File: config.mk
export PLATFORM = sky130hd
export DESIGN_NAME = coin_dispenser_flat
export DESIGN_NICKNAME = d
export VERILOG_FILES = /design/src/rtl/coin_pkg.sv /design/src/rtl/coin_dispenser_if.sv /design/src/rtl/coin_dispenser_pulse_timer.sv /design/src/rtl/coin_dispenser.sv /design/src/flat_wrapper.sv
export SDC_FILE = /design/constraint.sdc
export NUM_CORES = 1
export LEC_CHECK = 0
export BUFFER_PORTS_ARGS = -buffer_cell sky130_fd_sc_hd__buf_2
export CAP_MARGIN = 10
export CORE_MARGIN = 4
export CORE_UTILIZATION = 57
export DETAILED_ROUTE_END_ITERATION = 6
export GPL_TIMING_DRIVEN = 0
export PLACE_DENSITY = 0.9
export SETUP_SLACK_MARGIN = 0.05
export SYNTH_ARGS = -nofsm -noshare
export SYNTH_HDL_FRONTEND = slang
export SYNTH_HIERARCHICAL = 1
export SYNTH_SLANG_ARGS = --single-unit
File: constraint.sdc
create_clock -name sys_clk -period 8.6 [get_ports sys_clk]
set_clock_uncertainty 0.05 [all_clocks]
set_input_delay 0.86 -clock sys_clk [delete_from_list [all_inputs] [get_ports sys_clk]]
set_output_delay 0.86 -clock sys_clk [all_outputs]
set_load 0.005 [all_outputs]
File: src/rtl/coin_pkg.sv
// -----------------------------------------------------------------------------
// coin_pkg
// Shared definitions for the coin interface. The coin codes are the same ones
// the coin acceptor uses, so both sides of the machine share this package.
//   COIN_*       : 2-bit coin bus codes, bit 1 = 1 yuan, bit 0 = 5 jiao
//   disp_state_e : dispenser controller states
// -----------------------------------------------------------------------------
package coin_pkg;

    localparam logic [1:0] COIN_NONE = 2'b00;
    localparam logic [1:0] COIN_HALF = 2'b01;
    localparam logic [1:0] COIN_ONE  = 2'b10;

    typedef enum logic [2:0] {
        ST_IDLE   = 3'd0,
        ST_SELECT = 3'd1,
        ST_PULSE  = 3'd2,
        ST_GAP    = 3'd3,
        ST_DONE   = 3'd4
    } disp_state_e;

endpackage

File: src/rtl/coin_dispenser_if.sv
// -----------------------------------------------------------------------------
// coin_dispenser_if
// Bundle of the change-request handshake, refill pulses, coin bus and status.
//   master : vending-machine controller side (issues requests and refills)
//   slave  : coin dispenser side
// -----------------------------------------------------------------------------
interface coin_dispenser_if #(
    parameter int AMT_W = 4,
    parameter int CNT_W = 6
);
    logic             req_valid;
    logic [AMT_W-1:0] req_amt;
    logic             req_ready;
    logic             refill_one;
    logic             refill_half;
    logic [1:0]       coin_out;
    logic             done;
    logic             short;
    logic [AMT_W-1:0] remain;
    logic [CNT_W-1:0] cnt_one;
    logic [CNT_W-1:0] cnt_half;

    modport master (
        output req_valid, req_amt, refill_one, refill_half,
        input  req_ready, coin_out, done, short, remain, cnt_one, cnt_half
    );

    modport slave (
        input  req_valid, req_amt, refill_one, refill_half,
        output req_ready, coin_out, done, short, remain, cnt_one, cnt_half
    );
endinterface

File: src/rtl/coin_dispenser_pulse_timer.sv
// -----------------------------------------------------------------------------
// pulse_timer
// Loadable down-counter with a zero flag. Loading value N makes zero_o rise
// N cycles later; it stays at zero until reloaded.
//   clk, rst_n  : clock, async active-low reset
//   load_i      : load load_val_i this cycle
//   load_val_i  : value to load
//   zero_o      : counter is at zero
// -----------------------------------------------------------------------------
module pulse_timer #(
    parameter int W = 8
) (
    input  logic         clk,
    input  logic         rst_n,
    input  logic         load_i,
    input  logic [W-1:0] load_val_i,
    output logic         zero_o
);

    logic [W-1:0] cnt_q, cnt_d;

    // NOTE: every always_comb output gets a default first so no path can infer a latch.
    always_comb begin
        cnt_d = cnt_q;
        if (load_i) begin
            cnt_d = load_val_i;
        end else if (cnt_q != '0) begin
            cnt_d = cnt_q - W'(1);
        end
    end

    // NOTE: sequential state uses non-blocking assignments only.
    always_ff @(posedge clk or negedge rst_n) begin
        if (!rst_n) cnt_q <= '0;
        else        cnt_q <= cnt_d;
    end

    assign zero_o = (cnt_q == '0);

endmodule

File: src/rtl/coin_dispenser.sv
// -----------------------------------------------------------------------------
// coin_dispenser
// Change-return back end. Takes a change amount (0.5-yuan units) over a
// valid/ready handshake and pays it greedily as timed coin pulses: 1-yuan
// coins first, then 5-jiao coins, limited by hopper inventory counters.
//   sys_clk, rst_n : clock, async active-low reset
//   bus (slave)    : request handshake, refill pulses, coin bus, done/short/
//                    remain status and live inventory counts
// -----------------------------------------------------------------------------
module coin_dispenser
    import coin_pkg::*;
#(
    parameter int AMT_W     = 4,
    parameter int CNT_W     = 6,
    parameter int INIT_ONE  = 10,
    parameter int INIT_HALF = 10,
    parameter int PULSE_LEN = 4,
    parameter int GAP_LEN   = 2
) (
    input  logic              sys_clk,
    input  logic              rst_n,
    coin_dispenser_if.slave   bus
);

    localparam logic [CNT_W-1:0] CNT_MAX = '1;
    localparam int TMR_MAX = (PULSE_LEN > GAP_LEN) ? PULSE_LEN : GAP_LEN;
    localparam int TMR_W   = (TMR_MAX > 1) ? $clog2(TMR_MAX) : 1;

    disp_state_e      state_q, state_d;
    logic [AMT_W-1:0] rem_q, rem_d;
    logic [1:0]       coin_q, coin_d;
    logic             short_q, short_d;
    logic [AMT_W-1:0] remain_q, remain_d;
    logic [CNT_W-1:0] cnt_one_q, cnt_one_d;
    logic [CNT_W-1:0] cnt_half_q, cnt_half_d;

    logic             dec_one, dec_half;
    logic             tmr_load, tmr_zero;
    logic [TMR_W-1:0] tmr_val;

    // Saturating refill plus single decrement; both in one cycle cancel out.
    function automatic logic [CNT_W-1:0] inv_next(input logic [CNT_W-1:0] cnt,
                                                  input logic inc, input logic dec);
        logic [CNT_W-1:0] nxt;
        nxt = cnt;
        if (inc && !dec) begin
            if (cnt != CNT_MAX) nxt = cnt + CNT_W'(1);
        end else if (dec && !inc) begin
            nxt = cnt - CNT_W'(1);
        end
        return nxt;
    endfunction

    pulse_timer #(.W(TMR_W)) u_timer (
        .clk        (sys_clk),
        .rst_n      (rst_n),
        .load_i     (tmr_load),
        .load_val_i (tmr_val),
        .zero_o     (tmr_zero)
    );

    always_comb begin
        state_d  = state_q;
        rem_d    = rem_q;
        coin_d   = coin_q;
        short_d  = short_q;
        remain_d = remain_q;
        dec_one  = 1'b0;
        dec_half = 1'b0;
        tmr_load = 1'b0;
        tmr_val  = '0;
        unique case (state_q)
            ST_IDLE: begin
                if (bus.req_valid) begin
                    rem_d   = bus.req_amt;
                    state_d = ST_SELECT;
                end
            end
            ST_SELECT: begin
                // Timer is loaded with length-1 because the load cycle itself
                // is the last SELECT cycle, not part of the pulse.
                if (rem_q >= AMT_W'(2) && cnt_one_q != '0) begin
                    rem_d    = rem_q - AMT_W'(2);
                    dec_one  = 1'b1;
                    coin_d   = COIN_ONE;
                    tmr_load = 1'b1;
                    tmr_val  = TMR_W'(PULSE_LEN - 1);
                    state_d  = ST_PULSE;
                end else if (rem_q != '0 && cnt_half_q != '0) begin
                    rem_d    = rem_q - AMT_W'(1);
                    dec_half = 1'b1;
                    coin_d   = COIN_HALF;
                    tmr_load = 1'b1;
                    tmr_val  = TMR_W'(PULSE_LEN - 1);
                    state_d  = ST_PULSE;
                end else begin
                    short_d  = (rem_q != '0);
                    remain_d = rem_q;
                    state_d  = ST_DONE;
                end
            end
            ST_PULSE: begin
                if (tmr_zero) begin
                    tmr_load = 1'b1;
                    tmr_val  = TMR_W'(GAP_LEN - 1);
                    state_d  = ST_GAP;
                end
            end
            ST_GAP: begin
                if (tmr_zero) state_d = ST_SELECT;
            end
            ST_DONE: state_d = ST_IDLE;
            default: state_d = ST_IDLE;
        endcase

        cnt_one_d  = inv_next(cnt_one_q,  bus.refill_one,  dec_one);
        cnt_half_d = inv_next(cnt_half_q, bus.refill_half, dec_half);
    end

    // NOTE: only control/state registers exist here; all get an async reset
    // value so a reset mid-pulse drops the coin bus at once.
    always_ff @(posedge sys_clk or negedge rst_n) begin
        if (!rst_n) begin
            state_q    <= ST_IDLE;
            rem_q      <= '0;
            coin_q     <= COIN_NONE;
            short_q    <= 1'b0;
            remain_q   <= '0;
            cnt_one_q  <= CNT_W'(INIT_ONE);
            cnt_half_q <= CNT_W'(INIT_HALF);
        end else begin
            state_q    <= state_d;
            rem_q      <= rem_d;
            coin_q     <= coin_d;
            short_q    <= short_d;
            remain_q   <= remain_d;
            cnt_one_q  <= cnt_one_d;
            cnt_half_q <= cnt_half_d;
        end
    end

    assign bus.req_ready = (state_q == ST_IDLE);
    assign bus.done      = (state_q == ST_DONE);
    assign bus.coin_out  = (state_q == ST_PULSE) ? coin_q : COIN_NONE;
    assign bus.short     = short_q;
    assign bus.remain    = remain_q;
    assign bus.cnt_one   = cnt_one_q;
    assign bus.cnt_half  = cnt_half_q;

endmodule

File: src/flat_wrapper.sv
// flat-port wrapper written by rule: the top's interface ports become plain ports
module coin_dispenser_flat import coin_pkg::*;
#(
    parameter int AMT_W     = 4,
    parameter int CNT_W     = 6,
    parameter int INIT_ONE  = 10,
    parameter int INIT_HALF = 10,
    parameter int PULSE_LEN = 4,
    parameter int GAP_LEN   = 2
)
  (sys_clk, rst_n, bus_req_valid, bus_req_amt, bus_refill_one, bus_refill_half, bus_req_ready, bus_coin_out, bus_done, bus_short, bus_remain, bus_cnt_one, bus_cnt_half);
  coin_dispenser_if #(.AMT_W(AMT_W), .CNT_W(CNT_W)) bus_i ();
  input  logic sys_clk;
  input  logic rst_n;
  input wire logic [$bits(bus_i.req_valid)-1:0] bus_req_valid;
  input wire logic [$bits(bus_i.req_amt)-1:0] bus_req_amt;
  input wire logic [$bits(bus_i.refill_one)-1:0] bus_refill_one;
  input wire logic [$bits(bus_i.refill_half)-1:0] bus_refill_half;
  output wire logic [$bits(bus_i.req_ready)-1:0] bus_req_ready;
  output wire logic [$bits(bus_i.coin_out)-1:0] bus_coin_out;
  output wire logic [$bits(bus_i.done)-1:0] bus_done;
  output wire logic [$bits(bus_i.short)-1:0] bus_short;
  output wire logic [$bits(bus_i.remain)-1:0] bus_remain;
  output wire logic [$bits(bus_i.cnt_one)-1:0] bus_cnt_one;
  output wire logic [$bits(bus_i.cnt_half)-1:0] bus_cnt_half;
  assign bus_i.req_valid = bus_req_valid;
  assign bus_i.req_amt = bus_req_amt;
  assign bus_i.refill_one = bus_refill_one;
  assign bus_i.refill_half = bus_refill_half;
  assign bus_req_ready = bus_i.req_ready;
  assign bus_coin_out = bus_i.coin_out;
  assign bus_done = bus_i.done;
  assign bus_short = bus_i.short;
  assign bus_remain = bus_i.remain;
  assign bus_cnt_one = bus_i.cnt_one;
  assign bus_cnt_half = bus_i.cnt_half;
  coin_dispenser #(.AMT_W(AMT_W), .CNT_W(CNT_W), .INIT_ONE(INIT_ONE), .INIT_HALF(INIT_HALF), .PULSE_LEN(PULSE_LEN), .GAP_LEN(GAP_LEN)) u_core (.sys_clk(sys_clk), .rst_n(rst_n), .bus(bus_i));
endmodule
# Word-level counts from Yosys, hierarchy flattened
# Cells that the tools add are included.
[classes]
mux = 33
reduce_logical = 27
n_eq_ne = 12
add_sub_neg = 7
n_bitwise = 2
order_cmp = 1
[ops]
columns = ["op", "count"]
rows = [
  ["2-to-1 mux 6 bit", 6],
  ["2-to-1 mux 3 bit", 5],
  ["2-to-1 mux 2 bit", 7],
  ["adder 6 x 1 -> 6 bit (second input constant)", 2],
  ["2-to-1 mux 4 bit", 3],
  ["inequality test 6 bit (second input constant)", 2],
  ["one-hot mux 3 bit (4 select lines)", 1],
  ["nonzero test 2 bit", 6],
  ["nonzero test 6 bit", 2],
  ["subtractor 6 x 1 -> 6 bit (second input constant)", 2],
  ["AND reduction 3 bit", 3],
  ["2-to-1 mux 1 bit", 8],
  ["one-hot mux 4 bit (2 select lines)", 1],
  ["== test 3 x 2 -> 1 bit (second input constant)", 2],
  ["logical AND 1 bit", 6],
  ["inequality test 2 bit (second input constant)", 3],
  ["AND reduction 2 bit", 3],
  ["greater-or-equal comparator 4 x 2 -> 1 bit (second input constant)", 1],
  ["logical NOT 1 bit", 4],
  ["inequality test 2 x 1 -> 1 bit (second input constant)", 2],
  ["one-hot mux 2 bit (2 select lines)", 1],
  ["nonzero test 4 bit", 1],
  ["subtractor 4 x 1 -> 4 bit (second input constant)", 1],
  ["subtractor 4 x 2 -> 4 bit (second input constant)", 1],
  ["8 further kinds", 9],
]
[totals]
ff_bits = 28
out_inout_bits = 21
word_cells = 90

# Depth between registers and ports, before layout
# Gate-level depths: netlist (run 1).
[depth]
depth_word = 9
depth_mapped = 13
depth_no_buf = 13

# Cells and area by module
# Netlist (run 1), hierarchy kept.
[modules_own_cells]
columns = ["module", "n_inst", "cells_per_inst", "seq_area_each_um2", "area_each_um2"]
rows = [
  ["coin_dispenser", 1, 171, 655.6, 1826.8],
  ["pulse_timer", 1, 12, 50.0, 113.9],
]

# Worst setup path after synthesis (run 1)
# Ideal clock, no wire load.
[synth_path]
path_kind = "flip-flop to flip-flop"
from = "register u_core.rem_q[1]"
to = "register u_core.cnt_half_q[5], in the netlist u_core/bus.cnt_half[5]"
slack_ns = 5.474
required_time_ns = 8.470
period_less_slack_ns = 3.126
arrival_time_ns = 2.996
stages_incl_launch_ff = 13
cell_sequence = "dfrtp_1 inv_1 ha_1 nor3b_1 a21oi_1 nand2_1 o21ai_0 ha_1 a211oi_1 o21bai_1 a21oi_1 mux2i_1 xnor2_1"
[synth_via]
elab_chain_cells = 9
elab_cells_between_ends = 14
classes_between = "order compare: 1; eq/ne: 1; mux: 4; reduce/logical: 8"
[synth_lines]
columns = ["item", "line", "text"]
rows = [
  ["start: declaration", "coin_dispenser.sv:30", "logic [AMT_W-1:0] rem_q, rem_d;"],
  ["start signal: assignment", "coin_dispenser.sv:133", "rem_q <= rem_d;"],
  ["parallel branches: the longest is 3 deep, another holds greater-or-equal comparator 4 x 2 -> 1 bit", "--", ""],
  ["2-to-1 mux 1 bit (*)", "coin_dispenser.sv:82", "if (rem_q >= AMT_W'(2) && cnt_one_q != '0) begin"],
  ["2-to-1 mux 1 bit (*)", "coin_dispenser.sv:72", "unique case (state_q)"],
  ["logical NOT 1 bit", "coin_dispenser.sv:46", "if (inc && !dec) begin"],
  ["logical AND 1 bit", "coin_dispenser.sv:46", ""],
  ["inequality test 2 bit (no line) / nonzero test 2 bit (equally long branches)", "--", ""],
  ["AND reduction 2 bit (no line)", "--", ""],
  ["end signal: assignment", "coin_dispenser.sv:130", "cnt_half_q <= CNT_W'(INIT_HALF);"],
  ["end signal: assignment", "coin_dispenser.sv:138", "cnt_half_q <= cnt_half_d;"],
  ["end: declaration", "coin_dispenser.sv:35", "logic [CNT_W-1:0] cnt_half_q, cnt_half_d;"],
]
# Every way passes the cells marked *.
# A chain may end at the register's enable or synchronous reset.

# Worst setup path in the final report (run 1)
# Ends and elaborated chain as after synthesis.

==> run summary, run 1 <==
Net Count, Synth - 208
root buf cell - clkbuf_4
DRC Markers - 0
post-synthesis cell type count - 50
cts hold-fix bufs - 0
CTS tree - yes
die area - 4400 um^2
antenna violation net count after detailed routing - 0
FF-to-FF Start - u_core/rem_q[1]
Die Wd - 66.4 um
Clock power frac - 6.4%
Post-CTS Setup Repair Bufs - 0
post-placement worst setup slack - 4860 ps
switching power - 359 uW
crit path kind - reg -> reg
CTS resizes - 0
Worst-Margin Slew - 684 ps
Initial Util - 61.5%
worst endpoint required time - 8800 ps
Synth Flop Type - dfrtp_1
WP data arrival - 4060 ps
outcome - completed
synth-to-layout area growth - 11.5%
max-slew violation count - 0
nets - 242
fill count - 263
Cells after Synth - 183
CTS HTree Levels - 1
leading area contributor after synthesis - dfrtp_1
Sequential Power Share - 32.9%
antenna cells - 0
PortBufs - 29
DR WL/cell - 14.9 um
Yosys top cell area share - 30.9%
CP endpoint kind - flop
Post-Layout Cell Count - 259
Core Rows - 20
clk sinks - 28
f_max - 0.259 GHz
CP startpoint - u_core/rem_q[1]
synthesized area - 1940 um^2
vias in the first global route - 1483
max cap viols - 0
maximum clock path buffer count - 2
Pint - 465 uW
setup TNS - 0 ps
min cycle time layout - 3860 ps
Routability Congestion - 0.853
top post-synthesis cells by count - dfrtp_1 (24), a21oi_1 (15), ha_1 (14), nand2_1 (14), nor2_1 (13)
count leader, synth - dfrtp_1
dpl cells - 256
drt pass-1 iters - 4
layout cells sized above 1 - 31.2%
total routed wirelength - 3850 um
DP HPWL - 3010 um
slack of the critical path - 4740 ps
mean post-synth cell area - 10.6 um^2
Post-synth EDFFs - 0
Combinational Power Share - 60.7%
VDD IR max - 0.000174 V
cts bufs inserted - 3
Yosys warnings - 6
clock-pin slew on the worst setup and hold paths - 140 ps
RSZ-0062 raised after global routing - false
min-delay src - u_core/bus.remain[2]
Sw Ratio - 43.6%
largest net degree at the start of global routing - 29
GRT Residual Overflow - 0
PD cells - 381 nW/um^2
Post-synth ARST share - 100%
period utilization - 44.9%
worst skew pair latency - 310 ps
initial antenna violation count - 0
register area share after synthesis - 36.4%
count of final hold-check violations - 0
Core Region - 3150 um^2
Lkg Pwr - 0.00103 uW
Synth area leaders - dfrtp_1 (31%), ha_1 (9.0%), dfstp_2 (5.4%)
via count - 1501
HP Class - reg -> reg
GR Util All Layers - 19.3%
DRT iter0 DRCs - 72
Die Y - 66.4 um
final core occ - 68.6%
CP Launch Type - flop
Rel. slew slack - 53.9%
final setup violation count - 0
first-pass GRT wire length - 6680 um
Worst Path Max Fanout - 5
#FFs+latches synth - 28
vias per cell - 5.80
IO Pins - 30
[layer usage]
metal,track usage [%],vias up,part of all wire (%)
met2,32.1,27,49
met3,2.72,4,3.4
li1,-,724,-
met1,25.5,746,47
met5,0,-,0
met4,6.35,0,0.99
[through the flow]
stage,hold WS (ps),cell area (um^2),power (uW)
6_report,462,2160,824
5_1_grt,498,2160,902
4_1_cts,469,2160,826
3_5_place_dp,436,2140,774
3_3_place_gp,418,2140,745
2_1_floorplan,389,1940,646
[final timing paths]
path | to | slack (ps) | cells after the start
setup / recovery | u_core/bus.cnt_half[5] | 4740 | 12
hold / removal | u_core/bus.remain[2] | 460 | 1
setup reg to reg | u_core/bus.cnt_half[5] | 4740 | 12
hold reg to reg | u_core/bus.remain[2] | 460 | 1
max in group asynchronous | u_core/bus.cnt_one[2] | 7610 | 1
min in group asynchronous | u_core/bus.remain[1] | 490 | 1
[kinds of logic (layout without fill, tap and decap cells)]
family	after synthesis	after routing	share of synthesized area [%]
flip-flops	28	28	36.4
adder cells (fa/ha/maj)	16	16	11.1
AO/OA/AOI/OAI	48	48	17.2
XOR/XNOR	12	12	5.42
multiplexers	12	12	7.99
buffers and inverters	14	46	4.25
AND/OR/NAND/NOR	53	53	17.7
[cell usage in the layout (no fill, tap or decap), types with 3 or more instances in the layout]
| cell | synthesis | routed |
|---|---|---|
| o21ai_0 | 10 | 10 |
| dfrtp_1 | 24 | 24 |
| nand2_1 | 14 | 14 |
| xnor2_1 | 7 | 7 |
| a21oi_1 | 15 | 15 |
| mux2_4 | 6 | 6 |
| ha_1 | 14 | 14 |
| a211oi_1 | 3 | 3 |
| xor2_1 | 5 | 5 |
| a21o_1 | 3 | 3 |
| clkbuf_4 | 0 | 3 |
| inv_1 | 9 | 9 |
| buf_6 | 3 | 3 |
| nor3_1 | 4 | 4 |
| nor2_1 | 13 | 13 |
| buf_2 | 0 | 29 |
| dfstp_2 | 4 | 4 |
| mux2_2 | 3 | 3 |
[area by class of cell]
class | instances | area, um^2 | share of cell area, %
clock buffers | 3 | 22.5 | 1.04
inverters | 9 | 33.8 | 1.56
plain buffers | 5 | 48.8 | 2.26
flip-flops and latches | 28 | 706 | 32.6
multi-input cells | 141 | 1150 | 53.3
repair buffers | 29 | 145 | 6.71
well taps | 44 | 55.1 | 2.54
[registers in the layout, summed over array words and instances (netlist names)]
name / flops
u_core/u_timer/cnt_q: 2
u_core/coin_q: 2
u_core/bus.remain: 4
u_core/bus.cnt_one: 6
u_core/bus.short: 1
u_core/rem_q: 4
u_core/bus.cnt_half: 6
u_core/state_q: 3
[power by group through the flow]
stage	Sequential (uW)	Clock (uW)	Combinational (uW)
floorplan	264	0	382
global placement	272	0	473
detailed placement	275	0	499
CTS	272	53.5	501
global route	282	60.1	559
finish	271	52.5	501
[worst max-delay path, cell delays in order (launching register included)]
cell,delay (ps)
dfrtp_1,480
inv_1,150
ha_1,210
nor3b_1,190
a21oi_1,510
nand2_1,200
o21ai_0,590
ha_1,360
a211oi_1,320
o21bai_1,140
a21oi_1,210
mux2i_1,240
xnor2_1,140
No activity file was read; power rests on OpenSTA's default activity.
==> inputs of run 2 (changes only) <==
--- a/config.mk
+++ b/config.mk
@@ -5,13 +5,14 @@
 export SDC_FILE = /design/constraint.sdc
 export NUM_CORES = 1
 export LEC_CHECK = 0
+export ABC_AREA = 1
 export BUFFER_PORTS_ARGS = -buffer_cell sky130_fd_sc_hd__buf_2
 export CAP_MARGIN = 10
 export CORE_MARGIN = 4
-export CORE_UTILIZATION = 57
+export CORE_UTILIZATION = 56
 export DETAILED_ROUTE_END_ITERATION = 6
 export GPL_TIMING_DRIVEN = 0
-export PLACE_DENSITY = 0.9
+export PLACE_DENSITY = 0.89
 export SETUP_SLACK_MARGIN = 0.05
 export SYNTH_ARGS = -nofsm -noshare
 export SYNTH_HDL_FRONTEND = slang
==> constraint.sdc (replaced) <==
create_clock -name sys_clk -period 3.55 [get_ports sys_clk]
set_clock_uncertainty 0.05 [all_clocks]
set_input_delay 0.355 -clock sys_clk [delete_from_list [all_inputs] [get_ports sys_clk]]
set_output_delay 0.355 -clock sys_clk [all_outputs]
set_load 0.005 [all_outputs]
==> run summary, run 2 <==
outcome - completed
Worst-Margin Slew - 623 ps
GR Util All Layers - 18.4%
Initial Util - 57.6%
largest net degree at the start of global routing - 29
critical path's top delay family - simple AND/OR/NAND/NOR gates
CTS tree - yes
Synth Flop Type - dfrtp_1
slack of the critical path - 828 ps
register area share after synthesis - 36.7%
total power - 2190 uW
DRT iter0 DRCs - 76
worst skew pair latency - 330 ps
Lkg Pwr - 0.00115 uW
worst endpoint required time - 3750 ps
vias per cell - 5.20
IO Pins - 30
Core Rows - 21
antenna cells - 0
Post-synth ARST share - 100%
CTS HTree Levels - 1
PD cells - 1010 nW/um^2
Net Count, Synth - 260
DRC Markers - 0
via count - 1638
DP HPWL - 2930 um
#FFs+latches synth - 28
period utilization - 76.7%
PortBufs - 29
dpl cells - 310
top post-synthesis cells by count - nand2_1 (48), inv_1 (29), dfrtp_1 (24), nor2_1 (20), o21ai_0 (19)
synth-to-layout area growth - 13.0%
mean post-synth cell area - 8.18 um^2
max cap viols - 0
Synth area leaders - dfrtp_1 (31%), nand2_1 (9.4%), ha_1 (9.1%)
clock-pin slew on the worst setup and hold paths - 150 ps
initial antenna violation count - 0
synthesized area - 1920 um^2
f_max - 0.367 GHz
max-slew violation count - 0
commonest non-fill, non-tap cell in the layout - nand2_1
min cycle time layout - 2720 ps
Yosys top cell area share - 31.3%
CTS resizes - 0
Post-synth EDFFs - 0
layout cells sized above 1 - 22.3%
HP Class - in -> reg
final setup violation count - 0
Worst Path Max Fanout - 5
antenna violation net count after detailed routing - 0
crit-path max cell delay - 420 ps
total routed wirelength - 3710 um
RSZ-0062 raised after global routing - false
crit path kind - reg -> reg
cts bufs inserted - 3
count of final hold-check violations - 0
root buf cell - clkbuf_4
CP cell instances - inv_1 -> ha_1 -> nor2_1 -> nand2_1 -> nand2_2 -> inv_1 -> nand2_2 -> nand2_1 -> ha_1 -> a21oi_1 -> nand2_1 -> nand2_1 -> nand2_1 -> a21oi_1 -> inv_1 -> nand2_1 -> nand2_1 -> nand2_1 -> nand2_1
die area - 4430 um^2
maximum clock path buffer count - 2
Rel. slew slack - 58.5%
clk sinks - 28
crit-path most repeated cell - nand2_1
Routability Congestion - 0.817
nets - 295
Yosys warnings - 6
CP Launch Type - flop
first-pass GRT wire length - 6350 um
Post-Layout Cell Count - 315
FF-to-FF Start - u_core/rem_q[0]
count leader, synth - nand2_1
CP endpoint kind - flop
most frequent cells in the layout - nand2_1 (48), buf_2 (29), inv_1 (29)
cts hold-fix bufs - 1
post-synthesis cell type count - 29
slowest CP cell - dfrtp_1
Cells after Synth - 235
vias in the first global route - 1528
leading area contributor after synthesis - dfrtp_1
GRT Residual Overflow - 0
VDD IR max - 0.000407 V
CP bufs+invs - 3
post-placement worst setup slack - 914 ps
DR WL/cell - 11.8 um
min-delay src - bus_req_amt[3]
drt pass-1 iters - 4
setup TNS - 0 ps
Die Wd - 66.6 um
fill count - 284
Post-CTS Setup Repair Bufs - 0
Core Region - 3340 um^2
CP startpoint - u_core/rem_q[0]
WP data arrival - 2920 ps
Die Y - 66.6 um
==> run 2: report_power, final <==
| part | switching [uW] | total [uW] | internal [uW] |
|---|---|---|---|
| Sequential | 160 | 658 | 498 |
| Combinational | 814 | 1380 | 562 |
| Clock | 96.1 | 159 | 62.9 |
| Total | 1070 | 2190 | 1120 |
==> run 2: final timing paths <==
check | endpoint | slack, ps | cells past startpoint
worst max-delay path | u_core/bus.cnt_one[5] | 830 | 19
worst min-delay path | u_core/rem_q[3] | 250 | 3
worst max register to register | u_core/bus.cnt_one[5] | 830 | 19
worst min register to register | u_core/bus.remain[1] | 450 | 2
max in group asynchronous | u_core/u_timer/cnt_q[1] | 2540 | 2
min in group asynchronous | u_core/u_timer/cnt_q[0] | 510 | 2
==> run 2: layout make-up <==
type                    instances  area, um^2  share of cell area [%]
plain buffers                   1        11.3                   0.519
clock buffers                   4        36.3                    1.67
inverters                      32         123                    5.65
multi-input cells             174        1080                    49.9
flip-flops and latches         28         706                    32.5
well taps                      46        57.6                    2.65
repair buffers                 30         155                    7.15
==> run 2: worst register-to-register path, cell delays in order (launching register included) <==
cell and delay, ps:
dfrtp_1 420, inv_1 110, ha_1 200, nor2_1 100
nand2_1 70, nand2_2 120, inv_1 80, nand2_2 90
nand2_1 150, ha_1 390, a21oi_1 150, nand2_1 100
nand2_1 80, nand2_1 50, a21oi_1 170, inv_1 70
nand2_1 80, nand2_1 60, nand2_1 60, nand2_1 50
==> run 2: kinds of logic after synthesis <==
group / share of synthesized area, %
compound gates: 10.6
xor+xnor: 5.01
fa+ha+maj: 11.2
buf+inv: 6.97
flops: 36.7
simple gates: 29.5
==> run 2: through the flow <==
stage | hold slack, ps | area (um^2) | utilization (%)
floorplan | 9.41 | 1920 | -
global placement | 359 | 2120 | 63.7
detailed placement | 361 | 2120 | 63.7
CTS | 240 | 2170 | 65.1
global route | 261 | 2170 | 65.1
finish | 246 | 2170 | 65.1
==> run 2: per-layer routing <==
metal  part of all wire [%]  vias up  wire length, um  global-route usage (%)
met5                      0        -                0                       0
met4                    1.1        0               41                    7.11
met3                    4.1        4              153                    3.20
met2                     49       31             1830                    31.4
met1                     45      760             1680                    23.0
li1                       -      843                -                       -
==> inputs of run 3 (changes only) <==
--- a/config.mk
+++ b/config.mk
@@ -9,10 +9,10 @@
 export BUFFER_PORTS_ARGS = -buffer_cell sky130_fd_sc_hd__buf_2
 export CAP_MARGIN = 10
 export CORE_MARGIN = 4
-export CORE_UTILIZATION = 56
+export CORE_UTILIZATION = 51
 export DETAILED_ROUTE_END_ITERATION = 6
 export GPL_TIMING_DRIVEN = 0
-export PLACE_DENSITY = 0.89
+export PLACE_DENSITY = 0.86
 export SETUP_SLACK_MARGIN = 0.05
 export SYNTH_ARGS = -nofsm -noshare
 export SYNTH_HDL_FRONTEND = slang
==> constraint.sdc (replaced) <==
create_clock -name sys_clk -period 2.3 [get_ports sys_clk]
set_clock_uncertainty 0.05 [all_clocks]
set_input_delay 0.23 -clock sys_clk [delete_from_list [all_inputs] [get_ports sys_clk]]
set_output_delay 0.23 -clock sys_clk [all_outputs]
set_load 0.005 [all_outputs]
==> run summary, run 3 (synthesized netlist as in run 2, its figures left out) <==
outcome - finished with violations
failing checks - setup timing
WP data arrival - 2470 ps
max cap viols - 0
DRC Markers - 0
CP startpoint - u_core/rem_q[0]
period utilization - 102%
Die Wd - 69.4 um
CTS tree - yes
crit-path max cell delay - 390 ps
CP cell instances - inv_2 -> ha_2 -> nor2_1 -> nand2_1 -> nand2_2 -> buf_8 -> nand2_8 -> nand2_8 -> ha_4 -> nand3_2 -> nand3_2 -> inv_1 -> nor2_2 -> nor2_2 -> inv_1 -> nand2_2 -> nand3_1 -> nand2_1 -> nand2_1
cts bufs inserted - 3
f_max - 0.427 GHz
met2 usage - 32.8%
DRT iter0 DRCs - 95
Die Y - 69.4 um
Core Region - 3660 um^2
CTS HTree Levels - 1
drt pass-1 iters - 4
CP endpoint kind - flop
final setup violation count - 2
maximum clock path buffer count - 2
nets - 315
clk sinks - 28
slowest CP cell - dfrtp_1
DR WL/cell - 13.9 um
worst endpoint required time - 2430 ps
met1 usage - 23.4%
GR Util met3 - 2.90%
crit path kind - reg -> reg
crit-path most repeated cell - nand2_1
root buf cell - clkbuf_8
Initial Util - 52.5%
CP Launch Type - flop
antenna cells - 0
commonest non-fill, non-tap cell in the layout - nand2_1
HP Class - in -> reg
Worst Path Max Fanout - 6
GR Util All Layers - 18.6%
CP bufs+invs - 4
PD cells - 1660 nW/um^2
Routability Congestion - 0.821
Rel. slew slack - 58.4%
FF-to-FF Start - u_core/rem_q[0]
GRT Residual Overflow - 0
IO Pins - 30
Lkg Pwr - 0.00127 uW
antenna violation net count after detailed routing - 0
clock-pin slew on the worst setup and hold paths - 100 ps
largest net degree at the start of global routing - 29
via count - 1765
vias per cell - 5.24
GRT busiest layer - met2
Min Hold Slack - 205 ps
Core Rows - 22
min cycle time layout - 2340 ps
vias in the first global route - 1645
synth-to-layout area growth - 30.7%
slack of the critical path - -44.5 ps
worst skew pair latency - 280 ps
max-slew violation count - 0
most frequent cells in the layout - nand2_1 (41), buf_2 (29), inv_1 (26)
initial antenna violation count - 0
total routed wirelength - 4680 um
min-delay src - bus_req_amt[1]
PortBufs - 29
count of final hold-check violations - 0
layout cells sized above 1 - 37.4%
first-pass GRT wire length - 7480 um
critical path's top delay family - simple AND/OR/NAND/NOR gates
post-placement worst setup slack - -225 ps
die area - 4810 um^2
RSZ-0062 raised after global routing - true
VDD IR max - 0.000808 V
DP HPWL - 2850 um
Worst-Margin Slew - 624 ps
run 3: cell types whose count changed in the layout (fill, tap and decap cells not counted), moves of 3 or more:
cell | before | now
buf_4 | 0 | 20
clkbuf_4 | 3 | 0
ha_1 | 14 | 9
ha_4 | 0 | 4
inv_1 | 29 | 26
inv_2 | 2 | 5
nand2_1 | 48 | 41
nand2_2 | 7 | 10
nand3_1 | 15 | 12
nand3_2 | 1 | 4
nor2_1 | 20 | 17
nor2_2 | 1 | 4
run 3: through the flow:
stage | area [um^2] | instances | setup TNS (ps) | util [%] | power, uW
global placement | 2160 | 312 | -358 | 58.9 | 3080
finish | 2510 | 337 | -81.7 | 68.6 | 4180
floorplan | 1950 | 235 | 0 | - | 2660
detailed placement | 2160 | 312 | -517 | 58.9 | 3170
global route | 2510 | 337 | -541 | 68.6 | 4590
CTS | 2410 | 331 | 0 | 66.0 | 3920
run 3: tightest hold or removal path: cells and delay by family:
| kind | cells | cell delay, ps |
|---|---|---|
| AOI/OAI and AO/OA | 1 | 60 |
| buffers and inverters | 1 | 80 |
| and+or+nand+nor | 3 | 140 |
run 3: layout make-up:
| class | instances | area, um^2 |
|---|---|---|
| Clock inverter | 1 | 30.0 |
| Fill cell | 284 | 1150 |
| Timing Repair Buffer | 50 | 305 |
| Tap cell | 48 | 60.1 |
| Multi-Input combinational cell | 174 | 1230 |
| Buffer | 1 | 15.0 |
| Inverter | 32 | 123 |
| Clock buffer | 3 | 41.3 |
| Sequential cell | 28 | 708 |
run 3: final timing paths:
kind,cells after the start,slack [ps],to
max in group asynchronous,2,1320,u_core/bus.cnt_half[2]
worst min register to register,2,450,u_core/bus.remain[2]
worst min-delay path,5,200,u_core/rem_q[1]
worst max-delay path,19,-40,u_core/bus.cnt_half[5]
min in group asynchronous,2,440,u_core/bus.remain[2]
worst max register to register,19,-40,u_core/bus.cnt_half[5]
run 3: report_power, final:
part / total [uW] / internal, uW / leakage (uW) / switching, uW
Sequential: 1010 / 772 / 0.000335 / 239
Combinational: 2770 / 1220 / 0.000898 / 1540
Clock: 396 / 233 / 0.0000357 / 163
run 3: layer usage:
metal  wire length (um)  up-vias
li1                   -      868
met1               1890      840
met2               2450       43
met3                197       14
met4                142        0
met5                  0        -
run 3: what timing repair did:
item                                   4_1_cts  5_1_grt
setup buffers                               14        6
hold buffers                                 1        0
setup endpoints to repair                    5        6
resized for setup                           15       18
endpoints found under the hold margin       24        0
pin swaps                                   12       14
